## src/rtl/block_row_store_if.sv

```systemverilog
// block_row_store_if
// Bundles the painter-facing signals of the brick-field store.
//   slave  : the store (consumes strobes/row data, drives row view and status)
//   master : the painter/controller side (drives strobes/row data)
// Signals:
//   new_frame, next_line, wr_en, wr_row, start_level   painter -> store
//   line_state, busy, blocks_left, level_cleared, score store -> painter
interface block_row_store_if #(
  parameter int BLOCKS_PER_ROW = 13,
  parameter int CNT_W          = 8
);
  logic                      new_frame;
  logic                      next_line;
  logic                      wr_en;
  logic [BLOCKS_PER_ROW-1:0] wr_row;
  logic                      start_level;
  logic [BLOCKS_PER_ROW-1:0] line_state;
  logic                      busy;
  logic [CNT_W-1:0]          blocks_left;
  logic                      level_cleared;
  logic [11:0]               score;

  modport slave (
    input  new_frame, next_line, wr_en, wr_row, start_level,
    output line_state, busy, blocks_left, level_cleared, score
  );

  modport master (
    output new_frame, next_line, wr_en, wr_row, start_level,
    input  line_state, busy, blocks_left, level_cleared, score
  );
endinterface

```

## src/rtl/block_row_store.sv

```systemverilog
// block_row_store
// Breakout brick field: NUM_ROWS rows of BLOCKS_PER_ROW presence bits.
// Presents rows[row_idx] to the painter, merges the painter's collision
// updates (bits can only clear), counts remaining blocks, refills the field
// on start_level and flags level clear.
// Ports:
//   clk, nRst  clock, asynchronous active-low reset
//   bus        block_row_store_if.slave (strobes, wr_row, line_state, status)
// Optional feature: define BLOCK_ROW_STORE_SCORE_EN to build a saturating
// 12-bit destroyed-block score; otherwise score is tied to zero.
module block_row_store #(
  parameter int BLOCKS_PER_ROW = 13,
  parameter int NUM_ROWS       = 16,
  parameter int CNT_W          = 8
) (
  input  logic             clk,
  input  logic             nRst,
  block_row_store_if.slave bus
);
  localparam int IDX_W = $clog2(NUM_ROWS);
  localparam int POP_W = $clog2(BLOCKS_PER_ROW + 1);

  typedef enum logic [1:0] {INIT, PLAY, CLEARED} state_t;

  state_t                                        state_q, state_d;
  logic [NUM_ROWS-1:0][BLOCKS_PER_ROW-1:0]       rows_q, rows_d;
  logic [IDX_W-1:0]                              row_idx_q, row_idx_d;
  logic [IDX_W-1:0]                              fill_idx_q, fill_idx_d;
  logic [CNT_W-1:0]                              blocks_left_q, blocks_left_d;

  logic [BLOCKS_PER_ROW-1:0] cur_row;
  logic [POP_W-1:0]          removed;
  logic                      wr_acc;

  function automatic logic [POP_W-1:0] popcount(input logic [BLOCKS_PER_ROW-1:0] v);
    logic [POP_W-1:0] c;
    c = '0;
    for (int i = 0; i < BLOCKS_PER_ROW; i++) c = c + POP_W'(v[i]);
    return c;
  endfunction

  assign cur_row = rows_q[row_idx_q];
  // Blocks present now but absent in the painter's row are the ones destroyed.
  assign removed = popcount(cur_row & ~bus.wr_row);
  // The fill owns the array during INIT, so painter writes are dropped there.
  assign wr_acc  = bus.wr_en && (state_q != INIT);

  always_comb begin
    state_d       = state_q;
    rows_d        = rows_q;
    row_idx_d     = row_idx_q;
    fill_idx_d    = fill_idx_q;
    blocks_left_d = blocks_left_q;

    case (state_q)
      INIT: begin
        rows_d[fill_idx_q] = '1;
        if (fill_idx_q == IDX_W'(NUM_ROWS - 1)) begin
          blocks_left_d = CNT_W'(NUM_ROWS * BLOCKS_PER_ROW);
          fill_idx_d    = '0;
          state_d       = PLAY;
        end else begin
          fill_idx_d = fill_idx_q + IDX_W'(1);
        end
      end
      PLAY:    if (blocks_left_q == '0) state_d = CLEARED;
      default: ;
    endcase

    // AND-merge: a set bit from the painter can never revive a block.
    if (wr_acc) begin
      rows_d[row_idx_q] = cur_row & bus.wr_row;
      blocks_left_d     = blocks_left_q - CNT_W'(removed);
    end

    if (bus.start_level) begin
      state_d    = INIT;
      fill_idx_d = '0;
    end

    // Write above used the old index; new_frame beats next_line.
    if (bus.new_frame)
      row_idx_d = '0;
    else if (bus.next_line)
      row_idx_d = (row_idx_q == IDX_W'(NUM_ROWS - 1)) ? '0 : row_idx_q + IDX_W'(1);
  end

  always_ff @(posedge clk or negedge nRst) begin
    if (!nRst) begin
      state_q       <= INIT;
      rows_q        <= '0;
      row_idx_q     <= '0;
      fill_idx_q    <= '0;
      blocks_left_q <= '0;
    end else begin
      state_q       <= state_d;
      rows_q        <= rows_d;
      row_idx_q     <= row_idx_d;
      fill_idx_q    <= fill_idx_d;
      blocks_left_q <= blocks_left_d;
    end
  end

`ifdef BLOCK_ROW_STORE_SCORE_EN
  logic [11:0] score_q, score_d;
  logic [12:0] score_sum;

  assign score_sum = {1'b0, score_q} + 13'(removed);

  always_comb begin
    score_d = score_q;
    if (wr_acc) score_d = score_sum[12] ? 12'hFFF : score_sum[11:0];
  end

  // Survives start_level on purpose: only nRst clears the score.
  always_ff @(posedge clk or negedge nRst) begin
    if (!nRst) score_q <= '0;
    else       score_q <= score_d;
  end

  assign bus.score = score_q;
`else
  assign bus.score = 12'd0;
`endif

  assign bus.line_state    = cur_row;
  assign bus.busy          = (state_q == INIT);
  assign bus.blocks_left   = blocks_left_q;
  assign bus.level_cleared = (state_q == CLEARED);
endmodule

```

## src/flat_wrapper.sv

```systemverilog
// flat-port wrapper written by rule: the top's interface ports become plain ports
module block_row_store_flat 
#(
  parameter int BLOCKS_PER_ROW = 13,
  parameter int NUM_ROWS       = 16,
  parameter int CNT_W          = 8
)
  (clk, nRst, bus_new_frame, bus_next_line, bus_wr_en, bus_wr_row, bus_start_level, bus_line_state, bus_busy, bus_blocks_left, bus_level_cleared, bus_score);
  block_row_store_if #(.BLOCKS_PER_ROW(BLOCKS_PER_ROW), .CNT_W(CNT_W)) bus_i ();
  input  logic clk;
  input  logic nRst;
  input wire logic [$bits(bus_i.new_frame)-1:0] bus_new_frame;
  input wire logic [$bits(bus_i.next_line)-1:0] bus_next_line;
  input wire logic [$bits(bus_i.wr_en)-1:0] bus_wr_en;
  input wire logic [$bits(bus_i.wr_row)-1:0] bus_wr_row;
  input wire logic [$bits(bus_i.start_level)-1:0] bus_start_level;
  output wire logic [$bits(bus_i.line_state)-1:0] bus_line_state;
  output wire logic [$bits(bus_i.busy)-1:0] bus_busy;
  output wire logic [$bits(bus_i.blocks_left)-1:0] bus_blocks_left;
  output wire logic [$bits(bus_i.level_cleared)-1:0] bus_level_cleared;
  output wire logic [$bits(bus_i.score)-1:0] bus_score;
  assign bus_i.new_frame = bus_new_frame;
  assign bus_i.next_line = bus_next_line;
  assign bus_i.wr_en = bus_wr_en;
  assign bus_i.wr_row = bus_wr_row;
  assign bus_i.start_level = bus_start_level;
  assign bus_line_state = bus_i.line_state;
  assign bus_busy = bus_i.busy;
  assign bus_blocks_left = bus_i.blocks_left;
  assign bus_level_cleared = bus_i.level_cleared;
  assign bus_score = bus_i.score;
  block_row_store #(.BLOCKS_PER_ROW(BLOCKS_PER_ROW), .NUM_ROWS(NUM_ROWS), .CNT_W(CNT_W)) u_core (.clk(clk), .nRst(nRst), .bus(bus_i));
endmodule
```

## config.mk

```make
export PLATFORM = sky130hd
export DESIGN_NAME = block_row_store_flat
export DESIGN_NICKNAME = d
export VERILOG_FILES = /design/src/rtl/block_row_store_if.sv /design/src/rtl/block_row_store.sv /design/src/flat_wrapper.sv
export SDC_FILE = /design/constraint.sdc
export NUM_CORES = 1
export LEC_CHECK = 0
export BUFFER_PORTS_ARGS = -buffer_cell sky130_fd_sc_hd__buf_4
export CORE_MARGIN = 1
export CORE_UTILIZATION = 50
export CTS_BUF_LIST = sky130_fd_sc_hd__clkbuf_8
export DETAILED_ROUTE_END_ITERATION = 10
export PLACE_DENSITY = 0.79
export SLEW_MARGIN = 20
export SYNTH_ARGS = -nofsm -noshare
export SYNTH_HDL_FRONTEND = slang
export SYNTH_SLANG_ARGS = --single-unit
```

## constraint.sdc

```tcl
create_clock -name clk -period 9.65 [get_ports clk]
set_input_delay 0 -clock clk [delete_from_list [all_inputs] [get_ports clk]]
set_output_delay 0 -clock clk [all_outputs]
set_load 0.01 [all_outputs]
```

==> results.env <==
SETUP_SLACK_NS=2.753
CORE_REGION_AREA_UM2=21820
VIAS_PER_CELL=6.194
WORST-ENDPOINT-REQUIRED_NS=10.12
SYNTH.CELL_AREA_UM2=11140
WORSTSKEWPAIRLATENCY_NS=0.55
DP_SLACK_NS=2.762
FP.DIEW_UM=151.3
PATH_CLASS='reg -> reg'
DIE_AREA_UM2=22880
VIA_COUNT_OF_THE_FIRST_GLOBAL_ROUTING_PASS=8759
GRT_UTIL_ALL_LAYERS=0.2803
SYNTH_TOP_FLOP_CELL='dfrtp_1'
PORT_BUFFERS=41
CELLPOWERDENSITY_nW_PER_UM2=177.3
SLOWEST_STAGE='dfrtp_4'
LARGEST_DELAY_CONTRIBUTOR_FAMILY_ON_THE_CRITICAL_PATH='adder cells'
PLACEMENTROWS=54
WORST_R2R_ENDPOINT='u_core.bus.blocks_left[7]$_DFFE_PN0P_'
FINAL-MAX-SLEW-VIOLATION-COUNT=0
FINALCOREUTILIZATION=0.5760
CLOCK-SINKS=226
FINALCLOCKSKEW_NS=0.02490
PEAKVDDDROP_V=0.0001720
ROOT_BUFFER='clkbuf_8'
FLOORPLAN.IO_PINS=54
LEAKAGE_COMPONENT_OF_THE_POWER_uW=0.004842
CRIT_PATH_START_KIND='flip-flop'
RUN_STATUS='completed'
DR_DRC_COUNT=0
SYNTHMOSTINSTANTIATEDCELL='dfrtp_1'
DRT_FIRST_ITER_VIOLATIONS=784
VIA_COUNT=8510
BUFFERS_INVERTERS_ON_CRITICAL_PATH=3
FINALWIRELENGTH_UM=30380
NUMCTSBUFFERS=38
MAX_STAGE_DELAY_NS=0.76
CLK_PIN_SLEW_NS=0.06
FLOORPLAN.INITIALDENSITY=0.5104
WORST_SLEW_MARGIN_RELATIVE_TO_ITS_LIMIT=0.3685
MIN_PERIOD_OVER_PERIOD=0.7147
NETLIST_TOP_CELLS_COUNT='dfrtp_1, nor2_1, a21oi_1, mux4_2, a2bb2oi_1'
CAP_VIOL_MAX_COUNT=0
LAYOUT_MIN_CYCLE_TIME_NS=6.897
HOLD_CLASS='in -> async'
SYNTH_TOP_CELL_AREA_SHARE=0.5077
TIMING.CRITICAL_PATH.ARRIVAL_NS=7.37
LAYOUT.CELLS.NON_FILLER=1374
GRT_MAX_DEGREE=145
R2R_SLACK_NS=2.75
PATH_MAX_FANOUT=40
POSTSYNTH.ASYNCRESETSHARE=1.000
POST_SYNTH_EDFFS=0
SYNTHTOLAYOUTAREAGROWTH_PCT=12.85
MAX_H_TREE_LEVEL=2
FINALNETCOUNT=1113
POST-SYNTH-TOP-AREA-CELL='dfrtp_1'
TIMING_HOLD_VIOLATIONS_FINAL=0
FRACTION_OF_LAYOUT_INSTANCES_USING_A_DRIVE_STRENGTH_ABOVE_1=0.2048
RSZ0062_AT_GRT='false'
SYNTH-SEQ-AREA-SHARE=0.5077
REGTOREGSTARTPOINT='u_core.row_idx_q[1]$_DFFE_PN0P_'
NUMPLACEDINSTANCES=1294
TRITONCTS='built'
SYN-INSTANCE-COUNT=1011
GPL.FINAL_WEIGHTED_CONGESTION=0.8655
SYN-MEAN-INSTANCE-AREA_UM2=11.02
CP_COMMON_CELL='fa_1'
TIMING.SETUP.TNS_NS=0
DIE_H_UM=151.3
SYNTH_CELL_TYPE_COUNT=50
GRT_REMAINING_OVERFLOW=0
FMAX_MHz=145.0
CRITICAL_PATH_CELL_BY_CELL='buf_4 > mux4_2 > mux2_2 > nor2_1 > a211o_1 > fa_1 > fa_1 > fa_1 > fa_1 > inv_1 > ha_1 > fa_1 > inv_1 > ha_1 > nor2b_1 > o31a_1 > nor4_1 > mux2i_1'
MAX-CLOCK-PATH-BUFFERS=3
SYNTHESIS.YOSYS.WARNINGS=0
DETAIL-ROUTE-ANTENNA-NETS=0
FINAL.HOLD.WORST_SLACK_NS=0.001905
WORSTREGTOREGCELLS=18
DETAILEDPLACEMENTHPWL_UM=19060
FILL_CELLS=1798
WL_PER_CELL_UM=22.11
SYNTH_AREA_LEADERS='dfrtp_1, mux4_2, a21oi_1, nor2_1, mux2i_1'
ANTENNADIODECOUNT=0
FIRSTDRTPASSITERS=5
ANTENNA_FOUND_INITIAL=0
FIRST_PASS_GRT_WIRE_LENGTH_UM=47770
FINALSETUPVIOLATIONS=0
WORSTMARGINPINSLEW_NS=0.9472
SYNTH-SEQ-CELLS=226
END_KIND='flip-flop'
[metrics by stage]
step                      power, µW  cell area [µm²]
final                          2229            12570
after global routing           2325            12570
after CTS                      2242            12530
after detailed placement       1374            11630
after global placement         1361            11630
after floorplan                1257            11180
[layout make-up]
cell class / instances / area [µm²] / share of cell area
sequential: 226 / 5660 / 0.4503
multi-input combinational: 693 / 4995 / 0.3973
timing repair buffer: 86 / 706.9 / 0.05624
clock buffer: 49 / 674.4 / 0.05365
tap: 280 / 350.3 / 0.02787
clock inverter: 18 / 101.3 / 0.008062
inverter: 22 / 82.58 / 0.006569
[power by group]
group / total, µW / switching (µW) / internal [µW]
registers: 997 / 28.0 / 969
clock network: 867 / 386 / 481
logic: 364 / 208 / 157
[state kept, by name (all words and copies together) (netlist names)]
| signal | cells |
|---|---|
| u_core.row_idx_q | 4 |
| u_core.bus.blocks_left | 8 |
| u_core.fill_idx_q | 4 |
| u_core.rows_q | 208 |
| u_core.state_q | 2 |
[kinds of logic after synthesis]
| group | share of synthesized area |
|---|---|
| AO/OA/AOI/OAI | 0.1487 |
| XOR/XNOR | 0.003932 |
| adder cells (fa/ha/maj) | 0.03572 |
| buffers and inverters | 0.05111 |
| flip-flops | 0.5077 |
| multiplexers | 0.1373 |
| other | 0.0003366 |
| AND/OR/NAND/NOR | 0.1152 |
[placed cells by master (no fill, tap or decap), types with 4 or more instances in the layout]
cell             n
nor2_1         186
inv_1           32
mux2_2          14
a22oi_2          7
mux4_2          44
dfrtp_1        224
a2bb2oi_1       39
a211o_1          4
nand3_2          4
or2_1           14
nor3_1          15
nand2_1         32
nor2b_1          5
mux2i_1         38
nand2b_1         6
buf_4           71
dlygate4sd3_1   12
ha_1            19
o32ai_2          9
nand2_2          4
o22ai_1          8
nand3_1          5
fa_1             8
conb_1          12
o21ai_0          4
clkbuf_8        49
a21oi_1        181
or3b_1           4
[layer usage]
layer | GRT usage | vias to the layer above | routed length (µm)
met4 | 0.1060 | 0 | 866
met2 | 0.4285 | 468 | 14060
met5 | 0 | - | 0
li1 | - | 3686 | -
met1 | 0.3903 | 4296 | 12390
met3 | 0.06386 | 60 | 3065
[worst max path at each step]
stage | from | endpoint | depth (start not counted)
after floorplan | u_core.row_idx_q[1]$_DFFE_PN0P_ | u_core.bus.blocks_left[7]$_DFFE_PN0P_ | 21
after global placement | u_core.row_idx_q[1]$_DFFE_PN0P_ | u_core.bus.blocks_left[7]$_DFFE_PN0P_ | 18
after detailed placement | u_core.row_idx_q[1]$_DFFE_PN0P_ | u_core.bus.blocks_left[7]$_DFFE_PN0P_ | 18
after CTS | u_core.row_idx_q[1]$_DFFE_PN0P_ | u_core.bus.blocks_left[7]$_DFFE_PN0P_ | 18
after global routing | u_core.row_idx_q[1]$_DFFE_PN0P_ | u_core.bus.blocks_left[7]$_DFFE_PN0P_ | 18
final | u_core.row_idx_q[1]$_DFFE_PN0P_ | u_core.bus.blocks_left[7]$_DFFE_PN0P_ | 18
[repair_timing]
action	4_1_cts	5_1_grt
buffers inserted	0	0
hold buffers	12	0
resized for setup	0	0
hold endpoints to repair	265	0
setup endpoints to repair	0	0
No activity file was read; power rests on OpenSTA's default activity.
